$ cat src/rtl/clk_rate_monitor.sv
// Slow-clock receiver: synchronizes clk_in into the clk domain, emits rise/fall ticks,
// measures the rise-to-rise period in clk cycles and reports lock and loss of clock.
module clk_rate_monitor #(
  parameter int CNT_W       = 28,
  parameter int TIMEOUT_CYC = 2**28 - 1,
  parameter int LOCK_COUNT  = 4,
  parameter int TOL         = 2
) (
  input  logic             clk,
  input  logic             reset,
  input  logic             clk_in,
  output logic             rise_tick,
  output logic             fall_tick,
  output logic [CNT_W-1:0] period,
  output logic             period_valid,
  output logic             locked,
  output logic             timeout
);

  localparam int               MW        = $clog2(LOCK_COUNT + 1);
  localparam logic [CNT_W-1:0] TIMEOUT_V = CNT_W'(TIMEOUT_CYC);
  localparam logic [MW-1:0]    LOCK_V    = MW'(LOCK_COUNT);
  localparam logic [CNT_W:0]   TOL_V     = (CNT_W + 1)'(TOL);

  typedef enum logic [1:0] {ST_IDLE, ST_FIRST, ST_MEASURE, ST_LOCKED} state_t;

  state_t                r_state, w_state_nxt;
  logic                  r_s1, r_s2, r_s3;
  logic [1:0]            r_prime;
  logic                  r_rise_tick, r_fall_tick;
  logic [CNT_W-1:0]      r_cnt;
  logic [CNT_W-1:0]      r_period, w_period_nxt;
  logic [MW-1:0]         r_match, w_match_nxt, w_match_inc;
  logic                  r_valid, w_valid_nxt;
  logic                  r_locked, w_locked_nxt;
  logic                  r_timeout, w_timeout_nxt;
  logic                  w_armed, w_rise, w_fall, w_in_tol;
  logic signed [CNT_W:0] w_diff;
  logic [CNT_W:0]        w_abs;

  // Edge detection stays masked until s1..s3 hold post-reset samples.
  assign w_armed = (r_prime == 2'd3);
  assign w_rise  = w_armed &  r_s2 & ~r_s3;
  assign w_fall  = w_armed & ~r_s2 &  r_s3;

  // NOTE: non-blocking assignments so every flop samples pre-edge values.
  always_ff @(posedge clk) begin
    if (reset) begin
      r_s1        <= 1'b0;
      r_s2        <= 1'b0;
      r_s3        <= 1'b0;
      r_prime     <= 2'd0;
      r_rise_tick <= 1'b0;
      r_fall_tick <= 1'b0;
    end else begin
      r_s1        <= clk_in;
      r_s2        <= r_s1;
      r_s3        <= r_s2;
      r_rise_tick <= w_rise;
      r_fall_tick <= w_fall;
      if (!w_armed) r_prime <= r_prime + 2'd1;
    end
  end

  always_ff @(posedge clk) begin
    if (reset)                             r_cnt <= '0;
    else if (w_rise)                       r_cnt <= CNT_W'(1);
    else if (r_cnt != {CNT_W{1'b1}})       r_cnt <= r_cnt + CNT_W'(1);
  end

  // Signed difference one bit wider than the counter so it never wraps.
  assign w_diff      = $signed({1'b0, r_cnt}) - $signed({1'b0, r_period});
  assign w_abs       = $unsigned(w_diff[CNT_W] ? -w_diff : w_diff);
  assign w_in_tol    = (w_abs <= TOL_V);
  assign w_match_inc = r_match + MW'(1);

  always_ff @(posedge clk) begin
    if (reset) begin
      r_state   <= ST_IDLE;
      r_period  <= '0;
      r_match   <= '0;
      r_valid   <= 1'b0;
      r_locked  <= 1'b0;
      r_timeout <= 1'b0;
    end else begin
      r_state   <= w_state_nxt;
      r_period  <= w_period_nxt;
      r_match   <= w_match_nxt;
      r_valid   <= w_valid_nxt;
      r_locked  <= w_locked_nxt;
      r_timeout <= w_timeout_nxt;
    end
  end

  // NOTE: every output of this block gets a default first so no path infers a latch.
  always_comb begin
    w_state_nxt   = r_state;
    w_period_nxt  = r_period;
    w_match_nxt   = r_match;
    w_valid_nxt   = r_valid;
    w_locked_nxt  = r_locked;
    w_timeout_nxt = r_timeout;
    if (w_rise) begin
      unique case (r_state)
        ST_IDLE: begin
          w_timeout_nxt = 1'b0;
          w_state_nxt   = ST_FIRST;
        end
        ST_FIRST: begin
          w_period_nxt = r_cnt;
          w_valid_nxt  = 1'b1;
          w_match_nxt  = '0;
          w_state_nxt  = ST_MEASURE;
        end
        ST_MEASURE: begin
          w_period_nxt = r_cnt;
          if (w_in_tol) begin
            w_match_nxt = w_match_inc;
            if (w_match_inc == LOCK_V) begin
              w_locked_nxt = 1'b1;
              w_state_nxt  = ST_LOCKED;
            end
          end else begin
            w_match_nxt = '0;
          end
        end
        ST_LOCKED: begin
          w_period_nxt = r_cnt;
          if (!w_in_tol) begin
            w_locked_nxt = 1'b0;
            w_match_nxt  = '0;
            w_state_nxt  = ST_MEASURE;
          end
        end
        default: w_state_nxt = ST_IDLE;
      endcase
    end else if (r_cnt == TIMEOUT_V) begin
      // Loss of slow clock; period keeps the last measurement for diagnostics.
      w_timeout_nxt = 1'b1;
      w_locked_nxt  = 1'b0;
      w_valid_nxt   = 1'b0;
      w_match_nxt   = '0;
      w_state_nxt   = ST_IDLE;
    end
  end

  assign rise_tick    = r_rise_tick;
  assign fall_tick    = r_fall_tick;
  assign period       = r_period;
  assign period_valid = r_valid;
  assign locked       = r_locked;
  assign timeout      = r_timeout;

endmodule
$ cat config.mk
export PLATFORM = sky130hd
export DESIGN_NAME = clk_rate_monitor
export DESIGN_NICKNAME = d
export VERILOG_FILES = /design/src/rtl/clk_rate_monitor.sv
export SDC_FILE = /design/constraint.sdc
export NUM_CORES = 1
export LEC_CHECK = 0
export BUFFER_PORTS_ARGS = -buffer_cell sky130_fd_sc_hd__buf_4
export CAP_MARGIN = 30
export CORE_MARGIN = 5
export CORE_UTILIZATION = 51
export DETAILED_ROUTE_END_ITERATION = 7
export HOLD_SLACK_MARGIN = 0.1
export PLACE_DENSITY = 0.77
export SLEW_MARGIN = 20
export SYNTH_ARGS = -nofsm -noshare
export SYNTH_HDL_FRONTEND = slang
export SYNTH_SLANG_ARGS = --single-unit
$ cat constraint.sdc
create_clock -name clk -period 5.1 [get_ports clk]
set_input_delay 0.51 -clock clk [delete_from_list [all_inputs] [get_ports clk]]
set_output_delay 0.51 -clock clk [all_outputs]
set_load 0.1 [all_outputs]
==> results.cfg, run 1 <==
[logic_synthesis]
synth_nets = 841
synth_flop_cell = dfxtp_1
yosysTopAreaCellShare = 0.238
syn_inst = 805
yosysMostFrequentCell = nand2_1
ys_seq_area_frac = 0.238
synthTopCellsByCount = nand2_1 (135), a21oi_1 (76), dfxtp_1 (71), nor2_1 (61), inv_1 (38)
ys_ff_latch = 71
synth_area_mm2 = 0.00596
yosysWarnings = 0
yosys.area.top_type = dfxtp_1
synth.area.top_cells = dfxtp_1 (24%), nand2_1 (8.5%), ha_1 (6.7%), a21oi_1 (6.4%), nor2_1 (3.8%)
postSynthAreaPerCell_um2 = 7.41
synth_edf_count = 0
synth-async-reset-ratio = 0
yosysUniqueCellTypes = 91

[placement]
gp_congestion = 0.978
placed_cell_area_mm2 = 0.00631
port_buffers = 35
dp_hpwl_um = 12800

[worst_setup_path]
path_cells = inv_1, ha_1, fa_1, nor2b_4, o2111ai_2, a21oi_2, o21ai_1, a222oi_1, o211a_1, and3b_1, o221ai_1, a2111oi_0, o211ai_1, nor4_4, a21oi_2, o32ai_2
critPathTopFamily = compound AO/OA/AOI/OAI gates
crit_arrival_ns = 4.92
cp_data_required_time_ns = 5.35
end_kind = flip-flop
critical_path_class = reg -> reg
cpPeakStageDelay_ns = 0.51
start_kind = flip-flop
cp_num_buf_inv = 1
crit_slowest_cell = a222oi_1
cp_max_fo = 6
crit_top_cell = a21oi_2

[route]
viasPerCell = 6.20
postRouteAntennaNets = 0
wl_per_cell_um = 17.0
routed_wl_um = 16500
firstDrtPassIters = 5
drt_iter0_drc = 414
drc_errors = 0
num_vias = 6011

[timing]
finalCritPeriodShare = 0.917
relSlewSlack = 0.382
maxSlewViolCount = 0
rsz0062_at_grt = false
max_freq_ghz = 0.214
fin_crit_ns = 4.67
tightest_slew_ns = 0.918
setup_tns_ns = 0
skew_ns = 0.00752
hold_viol_final = 0
finalSetupViolCount = 0

[clocking]
post-cts-setup-buffers = 0
cts_tree = built
cts-root-buf = clkbuf_16
htree_num_levels = 3
cts.sinks = 71
cts_made_buffers = 9
clock_latency_ns = 0.33
clockBufferDepth = 2
clk_pin_slew_ns = 0.06

[global_routing]
grt_pass1_vias = 5530
grt_max_degree = 45
antenna_found_initial = 0
grt_usage = 0.233
grt_pass1_wl_um = 27400
overflow = 0

[cells_and_area]
drive_gt1_frac = 0.115
area_growth_syn_to_layout_pct = 10.1
multi_input_area_mm2 = 0.00426
n_antenna_cell = 0
layout.nets = 859
seq_area_mm2 = 0.00142
fin_util = 0.575
fillers = 1098
final_area_mm2 = 0.00656

[floorplanning]
die_area_mm2 = 0.0140
initial_core_util = 0.522
rows = 39
core_area_mm2 = 0.0114
die_w_um = 118
pin_count = 36
dieHeight_um = 118

[status]
status = finished, final reports clean

[job]
maxCapViolCount = 0

[pwr]
vdd_drop_max_mv = 0.242
power.total_mw = 1.49
leakagePower_nw = 2.67
power_density_mw_per_mm2 = 227

[worst_hold_path]
min_path_type = in -> reg
## power breakdown
part	total, mW	internal (mW)	leakage (nW)	switching (mW)
clock network	0.537	0.322	0.122	0.215
registers	0.568	0.562	0.573	0.00556
logic	0.384	0.149	1.97	0.235
## cells by family after synthesis
kind of cell / count (synthesis) / synth area share
xor+xnor: 37 / 0.0544
simple gates: 353 / 0.298
mux: 9 / 0.0151
compound gates: 230 / 0.276
buf+inv: 72 / 0.0483
fa+ha+maj: 33 / 0.0705
flops: 71 / 0.238
## area by class of cell
type                       count  share of cell area
clock buffer                  12              0.0360
clock inverter                 2             0.00153
inverter                      38              0.0217
multi-input combinational    662               0.650
sequential                    71               0.217
tap                          143              0.0273
timing repair buffer          41              0.0469
## layout by cell type (no fill, tap or decap), drive strengths merged, types with 17 or more instances in the layout
cell,instances
ha,32
a21oi,82
inv,38
xor2,25
buf,41
nor2,62
nand3,29
nand4,17
o21ai,34
dfxtp,71
nand2,135
nor3,22
## path summary, 6_finish.rpt
path                      to  cells past startpoint  slack [ns]      from
setup / recovery  r_state[0]                     16        0.43  r_cnt[0]
setup reg to reg  r_state[0]                     16        0.43  r_cnt[0]
hold reg to reg         r_s2                      1        0.44      r_s1
hold / removal          r_s1                      2        0.40    clk_in
## registers in the layout, summed over array words and instances (netlist names)
signal,flops
fall_tick,1
locked,1
period,28
period_valid,1
r_cnt,28
r_match,3
r_prime,2
r_s1,1
r_s2,1
r_s3,1
r_state,2
rise_tick,1
timeout,1
## stage by stage
step / setup WS, ns / std cells / hold slack (ns)
finish: 0.425 / 969 / 0.400
global route: 0.0712 / 969 / 0.420
CTS: 0.417 / 969 / 0.403
detailed placement: 0.463 / 955 / 0.425
global placement: 0.537 / 955 / 0.430
floorplan: 0.359 / 805 / 0.413
## repair_timing
item	4_1_cts	5_1_grt
hold endpoints to repair	0	0
hold buffers	0	0
endpoints found under the setup margin	0	3
resized for setup	0	1
## layer usage
layer,global-route usage,up-vias,share of wire
met3,0.0308,36,0.064
met5,0,-,0
met2,0.369,207,0.45
met4,0.0731,0,0.023
li1,-,2997,-
met1,0.327,2771,0.46
Note: power is estimated with default switching activity, not from simulation.
==> inputs of run 2 (changes only) <==
--- a/config.mk
+++ b/config.mk
@@ -5,6 +5,7 @@
 export SDC_FILE = /design/constraint.sdc
 export NUM_CORES = 1
 export LEC_CHECK = 0
+export ABC_AREA = 1
 export BUFFER_PORTS_ARGS = -buffer_cell sky130_fd_sc_hd__buf_4
 export CAP_MARGIN = 30
 export CORE_MARGIN = 5
==> run 2 against run 1 <==
Net effect: global-route usage increased by 0.68 points; fmax increased by 13%; highest routed layer unchanged; count of clock-buffer cells in the layout decreased by 1; largest power group is now the clock network; critical path depth increased by 10; sequential share of layout area decreased by 1.8 points; sequential power about the same; routed wire length increased by 4.9%; hold slack got worse by 0.023 ns; cell area increased by 8.8%; combinational power decreased by 5%; area after synthesis increased by 7.5%; clock skew increased by 0.00064 ns.
==> results.cfg, run 2 <==
[worst_setup_path]
end_kind = flip-flop
cp_data_required_time_ns = 5.36
cp_max_fo = 32
crit_arrival_ns = 4.39
start_kind = flip-flop
critical_path_class = reg -> reg
r2r_slack_ns = 0.97

[route]
viasPerCell = 5.19
postRouteAntennaNets = 0
drc_errors = 0
firstDrtPassIters = 5
wl_per_cell_um = 12.8
drt_iter0_drc = 538
num_vias = 7026
routed_wl_um = 17300

[timing]
relSlewSlack = 0.536
rsz0062_at_grt = false
tightest_slew_ns = 0.691
fin_crit_ns = 4.13
skew_ns = 0.00816
maxSlewViolCount = 0
finalCritPeriodShare = 0.809
max_freq_ghz = 0.242
finalSetupViolCount = 0
hold_viol_final = 0
setup_tns_ns = 0
setup_ws_ns = 0.974

[placement]
placed_cells = 1336
dp_hpwl_um = 14000
port_buffers = 35
gp_congestion = 0.961
pre_cts_slack_ns = 1.06

[clocking]
htree_num_levels = 3
cts-root-buf = clkbuf_16
cts_resized = 0
cts_made_buffers = 9
cts.sinks = 71
clk_pin_slew_ns = 0.05
ctsHoldBuffers = 0
post-cts-setup-buffers = 0
clockBufferDepth = 2
cts_tree = built
clock_latency_ns = 0.33

[logic_synthesis]
synth-async-reset-ratio = 0
synthTopCellsByCount = nand2_1 (371), inv_1 (202), nor2_1 (106), nand3_1 (78), dfxtp_1 (71)
synth_nets = 1178
yosysUniqueCellTypes = 36
syn_inst = 1142
synth_edf_count = 0
yosysMostFrequentCell = nand2_1
yosysTopAreaCellShare = 0.222
postSynthAreaPerCell_um2 = 5.61
synth_area_mm2 = 0.00641
synth.area.top_cells = dfxtp_1 (22%), nand2_1 (22%), inv_1 (12%), ha_1 (6.3%), nor2_1 (6.2%)
ys_ff_latch = 71
yosys.area.top_type = dfxtp_1
yosysWarnings = 0
ys_seq_area_frac = 0.222
synth_flop_cell = dfxtp_1

[pwr]
p_int_mw = 1.02
p_seq_frac = 0.376
combPwrFrac = 0.243
leakagePower_nw = 3.96
vdd_drop_max_mv = 0.224
power.total_mw = 1.51
power_density_mw_per_mm2 = 211
p_sw_frac = 0.324
p_sw_mw = 0.488
power.share.clock = 0.381

[job]
maxCapViolCount = 0

[floorplanning]
core_area_mm2 = 0.0125
initial_core_util = 0.514
dieHeight_um = 122
pin_count = 36
die_w_um = 122
die_area_mm2 = 0.0149
rows = 41

[cells_and_area]
instances_no_fill = 1353
drive_gt1_frac = 0.0906
final_common_cell = nand2_1
n_antenna_cell = 0
fillers = 1299
area_growth_syn_to_layout_pct = 11.5
final_cell_mix = nand2_1 (371), inv_1 (202), nor2_1 (105)
layout.nets = 1212

[worst_hold_path]
min_path_type = in -> reg

[status]
status = finished, final reports clean

[global_routing]
grt_pass1_wl_um = 29300
antenna_found_initial = 0
grt_max_degree = 40
grt_pass1_vias = 6471
overflow = 0
grt_usage = 0.240
## run 2: cell count changes after synthesis, moves of 13 or more
cell | before | now
xor2_1 | 25 | 10
clkbuf_1 | 27 | 11
nor2_2 | 1 | 14
nand3_1 | 29 | 78
nand2_1 | 135 | 371
inv_1 | 38 | 202
o21ai_0 | 23 | 56
nor2_1 | 61 | 106
## run 2: kinds of logic (layout without fill, tap and decap cells)
group | count (synthesis) | after routing | synth area share
flip-flops | 71 | 71 | 0.222
AND/OR/NAND/NOR | 651 | 651 | 0.439
AO/OA/AOI/OAI | 141 | 141 | 0.117
buffers and inverters | 232 | 271 | 0.138
XOR/XNOR | 14 | 14 | 0.0191
adder cells (fa/ha/maj) | 33 | 33 | 0.0656
## run 2: layer usage
layer  vias up  share of wire  global-route usage
met5         -              0                   0
met2       187           0.46               0.404
met4         0          0.028              0.0875
met1      3130           0.47               0.317
li1       3676              -                   -
met3        33          0.043              0.0255
## run 2: layout make-up
| class | instances | area (um^2) | share of cell area |
|---|---|---|---|
| Multi-Input combinational cell | 839 | 4110 | 0.575 |
| Sequential cell | 71 | 1420 | 0.199 |
| Inverter | 216 | 811 | 0.114 |
| Timing Repair Buffer | 39 | 313 | 0.0438 |
| Clock buffer | 11 | 243 | 0.0340 |
| Tap cell | 172 | 215 | 0.0301 |
| Clock inverter | 5 | 33.8 | 0.00473 |
## run 2: power groups by stage
stage	clock, mW	combinational [mW]	sequential, mW
finish	0.573	0.366	0.567
global route	0.602	0.421	0.567
CTS	0.581	0.362	0.566
detailed placement	0	0.360	0.578
global placement	0	0.356	0.578
floorplan	0	0.285	0.578
## run 2: path summary, 6_finish.rpt
check | startpoint | end | cells past startpoint
worst min-delay path | clk_in | r_s1 | 3
worst max register to register | r_cnt[0] | r_state[1] | 26
worst min register to register | r_s1 | r_s2 | 2
worst max-delay path | r_cnt[0] | r_state[1] | 26
## run 2: critical path, cell delays in order, from the launching register on
cell and delay, ns:
dfxtp_1 0.40, inv_1 0.11, ha_1 0.22, fa_1 0.39, inv_1 0.15, nand3_1 0.13
nand2_1 0.11, nand3_1 0.12, nand3_2 0.13, nand3_1 0.07, nand2_1 0.38, inv_2 0.34
nand2_1 0.20, nand2_1 0.06, nand2_1 0.06, nand2_1 0.05, nor2_1 0.08, nand2_1 0.05
nor2_1 0.10, nand3_1 0.11, nor2_2 0.23, nand2_1 0.13, nand2_1 0.11, nand3_2 0.10
nand2_1 0.08, nand2_1 0.04, nor2_1 0.11
## run 2: through the flow
step / util / hold WS, ns / instance area (um^2)
floorplan: - / 0.388 / 6410
detailed placement: 0.549 / 0.401 / 6840
finish: 0.573 / 0.377 / 7140
global placement: 0.549 / 0.392 / 6840
CTS: 0.571 / 0.376 / 7110
global route: 0.573 / 0.416 / 7140
==> inputs of run 3 (changes only) <==
--- a/config.mk
+++ b/config.mk
@@ -12,7 +12,7 @@
 export CORE_UTILIZATION = 51
 export DETAILED_ROUTE_END_ITERATION = 7
 export HOLD_SLACK_MARGIN = 0.1
-export PLACE_DENSITY = 0.77
+export PLACE_DENSITY = 0.79
 export SLEW_MARGIN = 20
 export SYNTH_ARGS = -nofsm -noshare
 export SYNTH_HDL_FRONTEND = slang
==> constraint.sdc (replaced) <==
create_clock -name clk -period 3.7 [get_ports clk]
set_input_delay 0.37 -clock clk [delete_from_list [all_inputs] [get_ports clk]]
set_output_delay 0.37 -clock clk [all_outputs]
set_load 0.1 [all_outputs]
==> run 3 against run 2 <==
Net effect: non-clock buffer count grew 14; utilization grew 2.9 points; combinational power grew 51%; setup slack lost 0.73 ns; critical path depth shrank 3; hold slack lost 0.15 ns; power grew 53%; flip-flop and latch count is the same; first-iteration DRC count grew 26%; largest cell class unchanged.
==> results.cfg, run 3 (synthesized netlist as in run 2, its figures left out) <==
[placement]
port_buffers = 35
gp_congestion = 0.954
placed_cell_area_mm2 = 0.00694
pre_cts_slack_ns = 0.0445
dp_hpwl_um = 14200

[global_routing]
overflow = 0
grt_usage = 0.249
busiest_layer = met2
use_met2 = 0.420
grt_max_degree = 40
grt_pass1_wl_um = 30300
grt_use_met3 = 0.0292
grtUsageMet1 = 0.334
grt_pass1_vias = 6461
antenna_found_initial = 0

[route]
drt_iter0_drc = 678
viasPerCell = 5.23
wl_per_cell_um = 13.2
routed_wl_um = 18100
firstDrtPassIters = 6
postRouteAntennaNets = 0
drc_errors = 0
num_vias = 7146

[pwr]
p_sw_mw = 0.704
combPwrFrac = 0.240
power_density_mw_per_mm2 = 307
p_int_mw = 1.60
p_sw_frac = 0.306
p_seq_frac = 0.339
leakagePower_nw = 4.09
power.share.clock = 0.421
vdd_drop_max_mv = 0.329

[floorplanning]
die_area_mm2 = 0.0149
die_w_um = 122
dieHeight_um = 122
initial_core_util = 0.514
pin_count = 36
core_area_mm2 = 0.0125
rows = 41

[job]
maxCapViolCount = 0

[worst_setup_path]
r2r_cells = 23
r2r_slack_ns = 0.25
cp-startpoint = r_cnt[0]
critical_path_class = reg -> reg
reg2reg_from = r_cnt[0]
cp-endpoint = r_match[2]
r2r-end = r_match[2]
end_kind = flip-flop
start_kind = flip-flop
cp_max_fo = 6
cp_data_required_time_ns = 3.93
crit_arrival_ns = 3.68

[timing]
finalCritPeriodShare = 0.933
hold_viol_final = 0
finalSetupViolCount = 0
max_freq_ghz = 0.290
fin_crit_ns = 3.45
setup_ws_ns = 0.247
relSlewSlack = 0.598
tightest_slew_ns = 0.597
maxSlewViolCount = 0
skew_ns = 0.00734

[cells_and_area]
layout.nets = 1226
final_common_cell = nand2_1
final_area_mm2 = 0.00750
drive_gt1_frac = 0.136
fillers = 1200
area_growth_syn_to_layout_pct = 17.1
final_cell_mix = nand2_1 (358), inv_1 (201), nor2_1 (99)
n_antenna_cell = 0

[clocking]
cts-root-buf = clkbuf_16
clk_pin_slew_ns = 0.06
clockBufferDepth = 2
cts_made_buffers = 9
cts.sinks = 71
cts_tree = built
htree_num_levels = 3
clock_latency_ns = 0.34
ctsHoldBuffers = 0

[status]
status = finished, final reports clean

[worst_hold_path]
min_path_type = in -> reg
run 3: changes by cell type in the layout (fill, tap and decap cells not counted), moves of 4 or more:
cell     delta
buf_4      +13
nand2_1    -13
nand2_2    +11
ha_1        -9
ha_2        +8
nor2_1      -6
nor2_4      +5
nand3_1     -4
run 3: through the flow:
stage	utilization	hold WS (ns)	total power [mW]	instances	TNS [ns]
detailed placement	0.557	0.398	1.30	1348	0
global placement	0.557	0.391	1.29	1348	0
finish	0.602	0.231	2.30	1367	0
floorplan	-	0.388	1.19	1142	0
global route	0.602	0.264	2.43	1367	-0.108
CTS	0.585	0.232	2.26	1364	0
run 3: cell type report:
type | instances | area [um^2] | share of cell area
clock inverters | 4 | 76.3 | 0.0102
well taps | 172 | 215 | 0.0287
inverters | 216 | 813 | 0.108
repair buffers | 53 | 418 | 0.0557
flip-flops and latches | 71 | 1430 | 0.190
multi-input cells | 839 | 4280 | 0.571
clock buffers | 12 | 267 | 0.0355
run 3: power by group through the flow:
| stage | combinational (mW) | sequential (mW) | clock, mW |
|---|---|---|---|
| 5_1_grt | 0.628 | 0.781 | 1.02 |
| 3_3_place_gp | 0.495 | 0.797 | 0 |
| 4_1_cts | 0.505 | 0.780 | 0.978 |
| 2_1_floorplan | 0.393 | 0.797 | 0 |
| 6_report | 0.553 | 0.781 | 0.969 |
| 3_5_place_dp | 0.501 | 0.797 | 0 |
run 3: worst min path at each step:
stage	startpoint	endpoint	slack, ns	cells past startpoint
6_report	clk_in	r_s1	0.23	3
3_5_place_dp	r_s1	r_s2	0.40	2
3_3_place_gp	r_s1	r_s2	0.39	2
2_1_floorplan	r_s1	r_s2	0.39	2
5_1_grt	clk_in	r_s1	0.26	3
4_1_cts	clk_in	r_s1	0.23	3
run 3: what timing repair did:
action | 4_1_cts | 5_1_grt
setup endpoints to repair | 1 | 6
pin swaps | 0 | 15
buffers inserted | 0 | 2
hold endpoints to repair | 0 | 0
resized for setup | 1 | 53
run 3: worst max-delay path, stage by stage (launching register included):
cell and delay (ns):
dfxtp_2 0.34, inv_1 0.07, ha_2 0.19, fa_2 0.37, inv_2 0.09, nand3_1 0.11, nand2_1 0.13, nand3_2 0.10
nand3_2 0.12, nand2_1 0.06, nand2_1 0.10, nand2_1 0.10, nor2_4 0.13, nand3_4 0.11, o21ai_4 0.24, nand3_1 0.09
nand2_1 0.08, nand4_1 0.18, nor2_4 0.24, nand3_4 0.13, nand2_4 0.10, inv_2 0.06, o21ai_2 0.14, nor2_1 0.05
run 3: per-layer routing:
metal / part of all wire / vias up
li1: - / 3693
met4: 0.027 / 0
met2: 0.46 / 239
met3: 0.062 / 38
met1: 0.45 / 3176
met5: 0 / -
